--- src/rtl/eq_pkg.sv ---
// eq_pkg: shared widths, FSM/band enums and 16-bit saturation helper
package eq_pkg;
  localparam int AUD_W = 16;
  localparam int POT_W = 12;
  localparam int ACC_W = 19;
  localparam int PRD_W = 29;
  typedef enum logic [1:0] {IDLE, BAND, VOL, DONE} state_e;
  typedef enum logic [2:0] {LP, B1, B2, B3, HP} band_e;
  function automatic logic signed [AUD_W-1:0] sat16(input logic signed [PRD_W-1:0] x);
    return x > PRD_W'(32767) ? AUD_W'(32767) : x < -PRD_W'(32768) ? AUD_W'(-32768) : x[AUD_W-1:0];
  endfunction
endpackage

--- src/rtl/eq_shared_mult.sv ---
// eq_shared_mult: registered signed 16x13 multiply with band/volume shift select (EQ_SCALE_SAT_EN clamps the term)
module eq_shared_mult
  import eq_pkg::*;
#(
  parameter int BAND_SHIFT = 11,
  parameter int VOL_SHIFT = 12
) (
  input  logic                    clk,
  input  logic                    rst_n,
  input  logic signed [AUD_W-1:0] a,
  input  logic [POT_W-1:0]        g,
  input  logic                    vol,
  output logic signed [AUD_W-1:0] term
);
  logic signed [PRD_W-1:0] prod;
  logic vol_q;
  always_ff @(posedge clk or negedge rst_n)
    if (!rst_n) begin
      prod <= '0;
      vol_q <= 1'b0;
    end else begin
      prod <= PRD_W'(a) * PRD_W'($signed({1'b0, g}));
      vol_q <= vol;
    end
`ifdef EQ_SCALE_SAT_EN
  assign term = sat16(vol_q ? prod >>> VOL_SHIFT : prod >>> BAND_SHIFT);
`else
  assign term = AUD_W'(vol_q ? prod >>> VOL_SHIFT : prod >>> BAND_SHIFT);
`endif
endmodule

--- src/rtl/eq_scale_sched.sv ---
// eq_scale_sched: time-multiplexed EQ band/volume scaler on one shared multiplier (EQ_SCALE_SAT_EN enables saturation)
module eq_scale_sched
  import eq_pkg::*;
#(
  parameter int BAND_SHIFT = 11,
  parameter int VOL_SHIFT = 12
) (
  input  logic                    clk,
  input  logic                    rst_n,
  input  logic                    start,
  input  logic signed [AUD_W-1:0] lp_lft,
  input  logic signed [AUD_W-1:0] b1_lft,
  input  logic signed [AUD_W-1:0] b2_lft,
  input  logic signed [AUD_W-1:0] b3_lft,
  input  logic signed [AUD_W-1:0] hp_lft,
  input  logic signed [AUD_W-1:0] lp_rht,
  input  logic signed [AUD_W-1:0] b1_rht,
  input  logic signed [AUD_W-1:0] b2_rht,
  input  logic signed [AUD_W-1:0] b3_rht,
  input  logic signed [AUD_W-1:0] hp_rht,
  input  logic [POT_W-1:0]        POT_LP,
  input  logic [POT_W-1:0]        POT_B1,
  input  logic [POT_W-1:0]        POT_B2,
  input  logic [POT_W-1:0]        POT_B3,
  input  logic [POT_W-1:0]        POT_HP,
  input  logic [POT_W-1:0]        VOLUME,
  output logic signed [AUD_W-1:0] aud_out_lft,
  output logic signed [AUD_W-1:0] aud_out_rht,
  output logic                    vld_out,
  output logic                    busy,
  output logic                    ovr
);
  state_e state, nxt;
  band_e band;
  logic [3:0] step;
  logic signed [AUD_W-1:0] smp [10];
  logic [POT_W-1:0] pot [5];
  logic [POT_W-1:0] vol_g, op_g;
  logic signed [ACC_W-1:0] acc_l, acc_r, acc_v;
  logic signed [AUD_W-1:0] op_a, vin, term;
  logic tv, tch, tvol;
  always_ff @(posedge clk)
    if (state == IDLE && start) begin
      smp <= '{lp_lft, b1_lft, b2_lft, b3_lft, hp_lft, lp_rht, b1_rht, b2_rht, b3_rht, hp_rht};
      pot <= '{POT_LP, POT_B1, POT_B2, POT_B3, POT_HP};
      vol_g <= VOLUME;
    end
  always_comb begin
    band = band_e'(step < 4'd5 ? step[2:0] : 3'(step - 4'd5));
    acc_v = step[0] ? acc_r : acc_l;
`ifdef EQ_SCALE_SAT_EN
    vin = sat16(PRD_W'(acc_v));
`else
    vin = AUD_W'(acc_v);
`endif
    op_a = state == VOL ? vin : smp[step];
    op_g = state == VOL ? vol_g : pot[band];
    nxt = state == IDLE ? (start ? BAND : IDLE) :
          state == BAND ? (step == 4'd9 ? VOL : BAND) :
          state == VOL  ? (step[0] ? DONE : VOL) : (vld_out ? IDLE : DONE);
    busy = state != IDLE && !vld_out;
  end
  eq_shared_mult #(.BAND_SHIFT(BAND_SHIFT), .VOL_SHIFT(VOL_SHIFT)) u_mult (
    .clk  (clk),
    .rst_n(rst_n),
    .a    (op_a),
    .g    (op_g),
    .vol  (state == VOL),
    .term (term)
  );
  // tv/tch/tvol tag the product in flight so its term lands one cycle after the multiply
  always_ff @(posedge clk or negedge rst_n)
    if (!rst_n) begin
      state <= IDLE;
      step <= '0;
      tv <= 1'b0;
      tch <= 1'b0;
      tvol <= 1'b0;
      acc_l <= '0;
      acc_r <= '0;
      aud_out_lft <= '0;
      aud_out_rht <= '0;
      vld_out <= 1'b0;
      ovr <= 1'b0;
    end else begin
      state <= nxt;
      step <= (state == IDLE || step == 4'd9 || (state == VOL && step[0])) ? '0 : step + 4'd1;
      tv <= state == BAND || state == VOL;
      tch <= state == VOL ? step[0] : step > 4'd4;
      tvol <= state == VOL;
      vld_out <= tv && tvol && tch;
      if (start && state != IDLE) ovr <= 1'b1;
      if (tv && !tvol && !tch) acc_l <= acc_l + ACC_W'(term);
      if (tv && !tvol && tch) acc_r <= acc_r + ACC_W'(term);
      if (tv && tvol && !tch) acc_l <= ACC_W'(term);
      if (tv && tvol && tch) begin
        aud_out_lft <= AUD_W'(acc_l);
        aud_out_rht <= term;
      end
      if (state == IDLE && start) begin
        acc_l <= '0;
        acc_r <= '0;
      end
    end
endmodule

--- config.mk ---
export PLATFORM = sky130hd
export DESIGN_NAME = eq_scale_sched
export DESIGN_NICKNAME = d
export VERILOG_FILES = /design/src/rtl/eq_pkg.sv /design/src/rtl/eq_shared_mult.sv /design/src/rtl/eq_scale_sched.sv
export SDC_FILE = /design/constraint.sdc
export NUM_CORES = 1
export LEC_CHECK = 0
export ABC_AREA = 1
export CORE_ASPECT_RATIO = 1.4
export CORE_MARGIN = 2
export CORE_UTILIZATION = 40
export CTS_CLUSTER_DIAMETER = 40
export DETAILED_ROUTE_END_ITERATION = 10
export GPL_TIMING_DRIVEN = 0
export SETUP_SLACK_MARGIN = 0.3
export SYNTH_ARGS = -nofsm -noshare
export SYNTH_HDL_FRONTEND = slang
export SYNTH_HIERARCHICAL = 1
export SYNTH_SLANG_ARGS = --single-unit
export TNS_END_PERCENT = 100
--- constraint.sdc ---
create_clock -name clk -period 14.1 [get_ports clk]
set_clock_uncertainty 0.15 [all_clocks]
set_input_delay 3.525 -clock clk [delete_from_list [all_inputs] [get_ports clk]]
set_output_delay 3.525 -clock clk [all_outputs]
set_load 0.005 [all_outputs]
Word level (Yosys, flattened, before mapping). Cells that the tools add are included.

$add $sub $neg: 4. $mul: 1. $lt $le $gt $ge: 4. Eq/ne operators: 3. Multiplexer cells: 25. Bitwise operators: 2. Reduce and logical (&&, ||, !) cells: 20.

Operators by type and width (count): $mux W19 (5); $mux W16 (5); $bmux W16 S4 (1); $add A19 B16 Y19 (2); $bmux W12 S3 (1); $mux W12 (3); $mul A16 B13 Y28 (1); $logic_and A1 B1 Y1 (10); $mux W2 (5); $ge A5 B5 Y1 const B (1); $not A4 Y5 (1); $add A4 B1 Y4 const B (1); $eq A4 B4 Y1 const B (1); $ge A4 B4 Y1 const B (1); $gt A4 B3 Y1 const B (1); $lt A4 B3 Y1 const B (1); $mux W4 (1); $not A3 Y4 (1); $reduce_bool A2 Y1 (2); $logic_not A1 Y1 (3); $logic_or A1 B1 Y1 (3); $mux W1 (3); $mux W3 (1); $reduce_bool A3 Y1 (1); 4 further kinds (4).

Register bits: 341. Input port bits: 235. Output and inout port bits: 35. Word-level logic and storage cells: 87.

Longest topological paths before layout.
Word-level depth: 8. Depth in mapped cells: 41. Mapped depth without buffers: 36.

Cells and area by module. The synthesis kept the hierarchy.

Modules (own cells, without submodules): eq_scale_sched (instances 1, cells each 1412, area an instance 14188.6 um2, sequential area each 8843.5 um2); eq_shared_mult (instances 1, cells each 1130, area an instance 8192.9 um2, sequential area each 450.4 um2).

Worst setup path after synthesis. Ideal clock, no wire load.

Path type: input to register. Start: in start. End: reg acc_r[4]. Library setup time: 0.123 ns. Arrival: 9.445 ns. Required time: 13.827 ns. Setup slack: 4.382 ns. Stages on the path: 6. Path buffers: 1. Cells stage by stage: nand2_1 > inv_1 > nor2_1 > buf_2 > nand2_1 > nand2_1.

Cells in the longest elaborated chain, start to end: 2. Elaborated cells between the ends (all ways): 3. Classes of those cells: mux (1); reduce/logical (2).

RTL lines: start: declaration (line eq_scale_sched.sv:10) `input logic start,`; $logic_and A1 B1 Y1 * (line eq_scale_sched.sv:100) `if (state == IDLE && start) begin`; $mux W19 / $reduce_bool A2 Y1 (equally long branches); end signal: assignment (line eq_scale_sched.sv:94) `if (tv && !tvol && tch) acc_r <= acc_r + ACC_W'(term);`; end: declaration (line eq_scale_sched.sv:39) `logic signed [ACC_W-1:0] acc_l, acc_r, acc_v;`.

Mark *: on every way between the ends. The rest lies on a longest branch, timed or not. A chain may end at the register's enable or synchronous reset.

Worst setup path after layout.
Start: reg step[0]. End: reg u_mult.prod[27].

Cells in the longest elaborated chain, start to end: 8. Elaborated cells between the ends (all ways): 15. Classes of those cells: add/sub (1); mul (1); order compare (1); mux (10); bitwise (2).

RTL lines: start: declaration (line eq_scale_sched.sv:35) `logic [3:0] step;`; start signal: assignment (line eq_scale_sched.sv:87) `step <= (state == IDLE || step == 4'd9 || (state == VOL && step[0])) ? '0 : step + 4'd1;`; $lt A4 B3 Y1 / $sub A3 B3 Y3 (equally long branches) (line eq_scale_sched.sv:49) `band = band_e'(step < 4'd5 ? step[2:0] : 3'(step - 4'd5));`; $mux W3 * (line eq_scale_sched.sv:49); $not A3 Y4 (not written as such) * (line eq_scale_sched.sv:57) `op_g = state == VOL ? vol_g : pot[band];`; $bmux W12 S3 * (line eq_scale_sched.sv:57); $mux W12 (not written as such) * (2 in a row) (line eq_scale_sched.sv:57); $mux W12 * (line eq_scale_sched.sv:57); named net op_g[7] (line eq_scale_sched.sv:38) `logic [POT_W-1:0] vol_g, op_g;`; $mul A16 B13 Y28 * (line eq_shared_mult.sv:22) `prod <= PRD_W'(a) * PRD_W'($signed({1'b0, g}));`; end signal: assignment (line eq_shared_mult.sv:22); end: declaration (line eq_shared_mult.sv:15) `logic signed [PRD_W-1:0] prod;`.

Mark *: on every way through the listed nets, which the timed path passes. The rest lies on a longest branch. The select of a mux whose other input is x is not followed.

==> results.txt <==
The minimum clock period is 8650 ps. The async set-reset flop share out of synthesis is 28.6%. The TritonCTS clock tree is built.

In this run, the number of DRC markers left after iteration 0 of detailed routing was 1039. Setup repair after global routing left no endpoint under its margin. The area of the mapped netlist came out at 0.0224 mm2. The count of final setup violators is 0. The max-slew violation total from the final report was 0. Dividing the detail-routed via count by the number of cells gives 4.90.

The area enclosed by the die boundary came out at 0.0579 mm2. The total iterations of the first detailed-routing run is 5. The flow ran to the end, and the final reports show no timing, DRC or antenna violations. The critical path is of the reg2reg type. Compared with the post-synthesis result, the final layout area differs by 23.1%. The path type of the worst min-delay path is reg2reg. The tree is rooted in a sky130_fd_sc_hd__clkbuf_16. In this run the critical register-to-register path is launched from step[0]. The cell count of the worst reg-to-reg path came out at 32. Yosys printed 6 warnings. The final cycle utilization of the critical path came out at 61.4%. The dominant register cell in the synthesized netlist is sky130_fd_sc_hd__edfxtp_1. The cell type contributing the most total cell area after synthesis is sky130_fd_sc_hd__edfxtp_1.

The cell with the largest stage delay on the worst path is sky130_fd_sc_hd__fa_1. The all-layer global routing usage is 23.3%. The total nets after synthesis came out at 3050. The distinct cell type count of the synthesized netlist is 50. The count of input and output buffers is 269. The multi-input gate area in the final layout is 0.0107 mm2.

The critical path capture point type is a register. Across the run, the number of max-cap violations was 0. The detailed-route wire length is 67000 um.

The post-CTS setup buffer count came out at 0. The actual transition at the worst max-transition pin is 940 ps. The count of clock tree sinks came out at 325. The maximum level of the CTS H-tree came out at 2. 270 I/O pins were placed. After clock tree synthesis, the clock-pin slew on the worst setup and hold paths is 60 ps. For this run, the share of the core covered by cells in the final layout is 49.9%. The final hold violation count came out at 0.

After floorplanning, the core was sized to cover 0.0553 mm2. The mean instance size in the synthesized netlist came out at 8.80 um2. Once detail routing completed, the nets flagged for antenna violations numbered 0. Ranked by instance count, the synthesized netlist is headed by sky130_fd_sc_hd__nand2_1 (623), sky130_fd_sc_hd__inv_1 (519), sky130_fd_sc_hd__edfxtp_1 (232).

The share of cells above drive strength 1 is 4.49%. The number of gates resized after CTS came out at 0. The via count of the first global-routing pass came out at 18600.

For flop-to-flop paths, the worst setup slack is 5450 ps. In the post-synthesis netlist, the biggest area contributors are sky130_fd_sc_hd__edfxtp_1 (31%), sky130_fd_sc_hd__fa_1 (16%), sky130_fd_sc_hd__nand2_1 (10%). The count of vias placed by the detailed router is 17800. The initial antenna violation count came out at 7. Counting the fill cells in the layout gives 5245. Registers take 0.00929 mm2. The die is 284 um tall. The sum of net half-perimeters after detailed placement is 54700 um. The number of cell rows came out at 102. The starting density of the core is 40.5%.

Along the worst hold path, the cell count comes to 2. For this run, the top clock speed supported by timing is 116 MHz. The number of buffers and inverters on the critical path is 10. The number of buffers added by the clock tree synthesis step came out at 44. By instance count, the cell type seen most on the critical path is sky130_fd_sc_hd__nand2_1. The area share of the largest cell type after synthesis is 31.1%.

The number of enable flip-flop cells after synthesis came out at 232. After detailed routing, the number of remaining DRC violations is 0. The gate count of the mapped netlist is 2542. The library cell with the highest instance count after synthesis is sky130_fd_sc_hd__nand2_1.

The arrival time of data at the critical path endpoint came out at 8930 ps. The critical path crosses 32 cells after its start point. In this design, the largest share of critical-path delay is due to adder cells.

The clock insertion delay at the later pin of the skew report is 600 ps. The global-route wire length before repair came out at 102000 um. The buffer depth of the longest clock path came out at 3. The delay of the slowest cell on the worst path is 730 ps. In the final design database the tool counted 3368 nets. Entering global routing, the biggest net connects 128 pins.

For this run, the register share of the synthesized area comes to 41.5%. Global routing finished with a remaining overflow of 0. The detailed-route wire length per cell is 18.4 um. The post-synthesis sequential element count came out at 325. STA classifies the critical path startpoint as a register.

The required time at the worst-slack endpoint is 14380 ps. The worst-case headroom to the max-slew limit came out at 36.7%. The die outline width came out at 204 um. The number of hold buffers added after cts came out at 0. The weighted congestion at the end of routability-driven global placement is 0.920. The worst min-delay path endpoint is aud_out_lft[13]. Setup total negative slack on the finished layout was measured at 0 ps.

The endpoint of the lowest-slack register-to-register path is u_mult/prod[27]. The critical hold path startpoint is aud_out_lft[13]. Of all nets on the critical path, the largest fanout is 11.
==> worst min-delay path, delay by kind of cell (launching register included) <==
kind	cells	cell delay, ps
simple gates	2	100
flops	1	340
==> sequential cells by signal (all words and copies together), names as in the netlist <==
name	flops
aud_out_rht	16
state	2
acc_l	16
tch	1
tvol	1
u_mult/prod	17
u_mult/vol_q	1
vld_out	1
acc_r	16
smp	160
pot	60
tv	1
ovr	1
vol_g	12
aud_out_lft	16
step	4
==> cells by family after synthesis <==
| kind of cell | Yosys count | share of synthesized area [%] |
|---|---|---|
| fa+ha+maj | 273 | 21.2 |
| buf+inv | 622 | 10.7 |
| xor+xnor | 18 | 0.704 |
| flops | 325 | 41.5 |
| simple gates | 999 | 18.0 |
| compound gates | 305 | 7.89 |
==> worst max path at each step <==
stage / from / end / slack [ps]
after floorplan: start / acc_r[4] / 4380
after global placement: start / acc_r[7] / 1270
after detailed placement: step[0] / u_mult/prod[26] / 5590
after CTS: step[0] / u_mult/prod[26] / 5490
after global routing: step[0] / u_mult/prod[26] / 5040
final: step[0] / u_mult/prod[27] / 5450
==> layout by cell type, fill, tap and decap left out, types with 71 or more instances in the layout <==
master                              n
sky130_fd_sc_hd__inv_1            518
sky130_fd_sc_hd__a21oi_1           87
sky130_fd_sc_hd__nand2_1          623
sky130_fd_sc_hd__nor2_1           227
sky130_fd_sc_hd__edfxtp_1         232
sky130_fd_sc_hd__nand3_1          104
sky130_fd_sc_hd__o21ai_0          122
sky130_fd_sc_hd__clkbuf_1          71
sky130_fd_sc_hd__fa_1             176
sky130_fd_sc_hd__ha_1              97
sky130_fd_sc_hd__dfrtp_1           93
sky130_fd_sc_hd__clkdlybuf4s50_1  268
==> final cells by class <==
type / instances / share of cell area, %
sequential: 325 / 33.7
inverter: 528 / 7.22
tap: 728 / 3.31
antenna: 7 / 0.0636
multi-input combinational: 1595 / 38.8
clock inverter: 32 / 1.26
buffer: 94 / 1.49
timing repair buffer: 272 / 9.98
clock buffer: 50 / 4.15
==> per-stage QoR <==
stage	cell area, um2	setup slack, ps	hold WS (ps)	cells
detailed placement	26100	5590	308	3542
floorplan	22400	4380	301	2542
global placement	26000	1270	303	3539
global route	27600	5040	343	3631
CTS	27500	5490	322	3624
finish	27600	5450	318	3631
==> layer usage <==
layer / GRT usage [%] / vias to the layer above / wire length [um]
met3: 3.93 / 136 / 3140
met1: 25.1 / 8557 / 24900
met5: 0 / - / 0
met2: 44.2 / 477 / 36000
met4: 10.1 / 0 / 2940
li1: - / 8608 / -
Power is not shown: default switching activity piles up to over one toggle a cycle in this logic, so the estimate is an artifact.
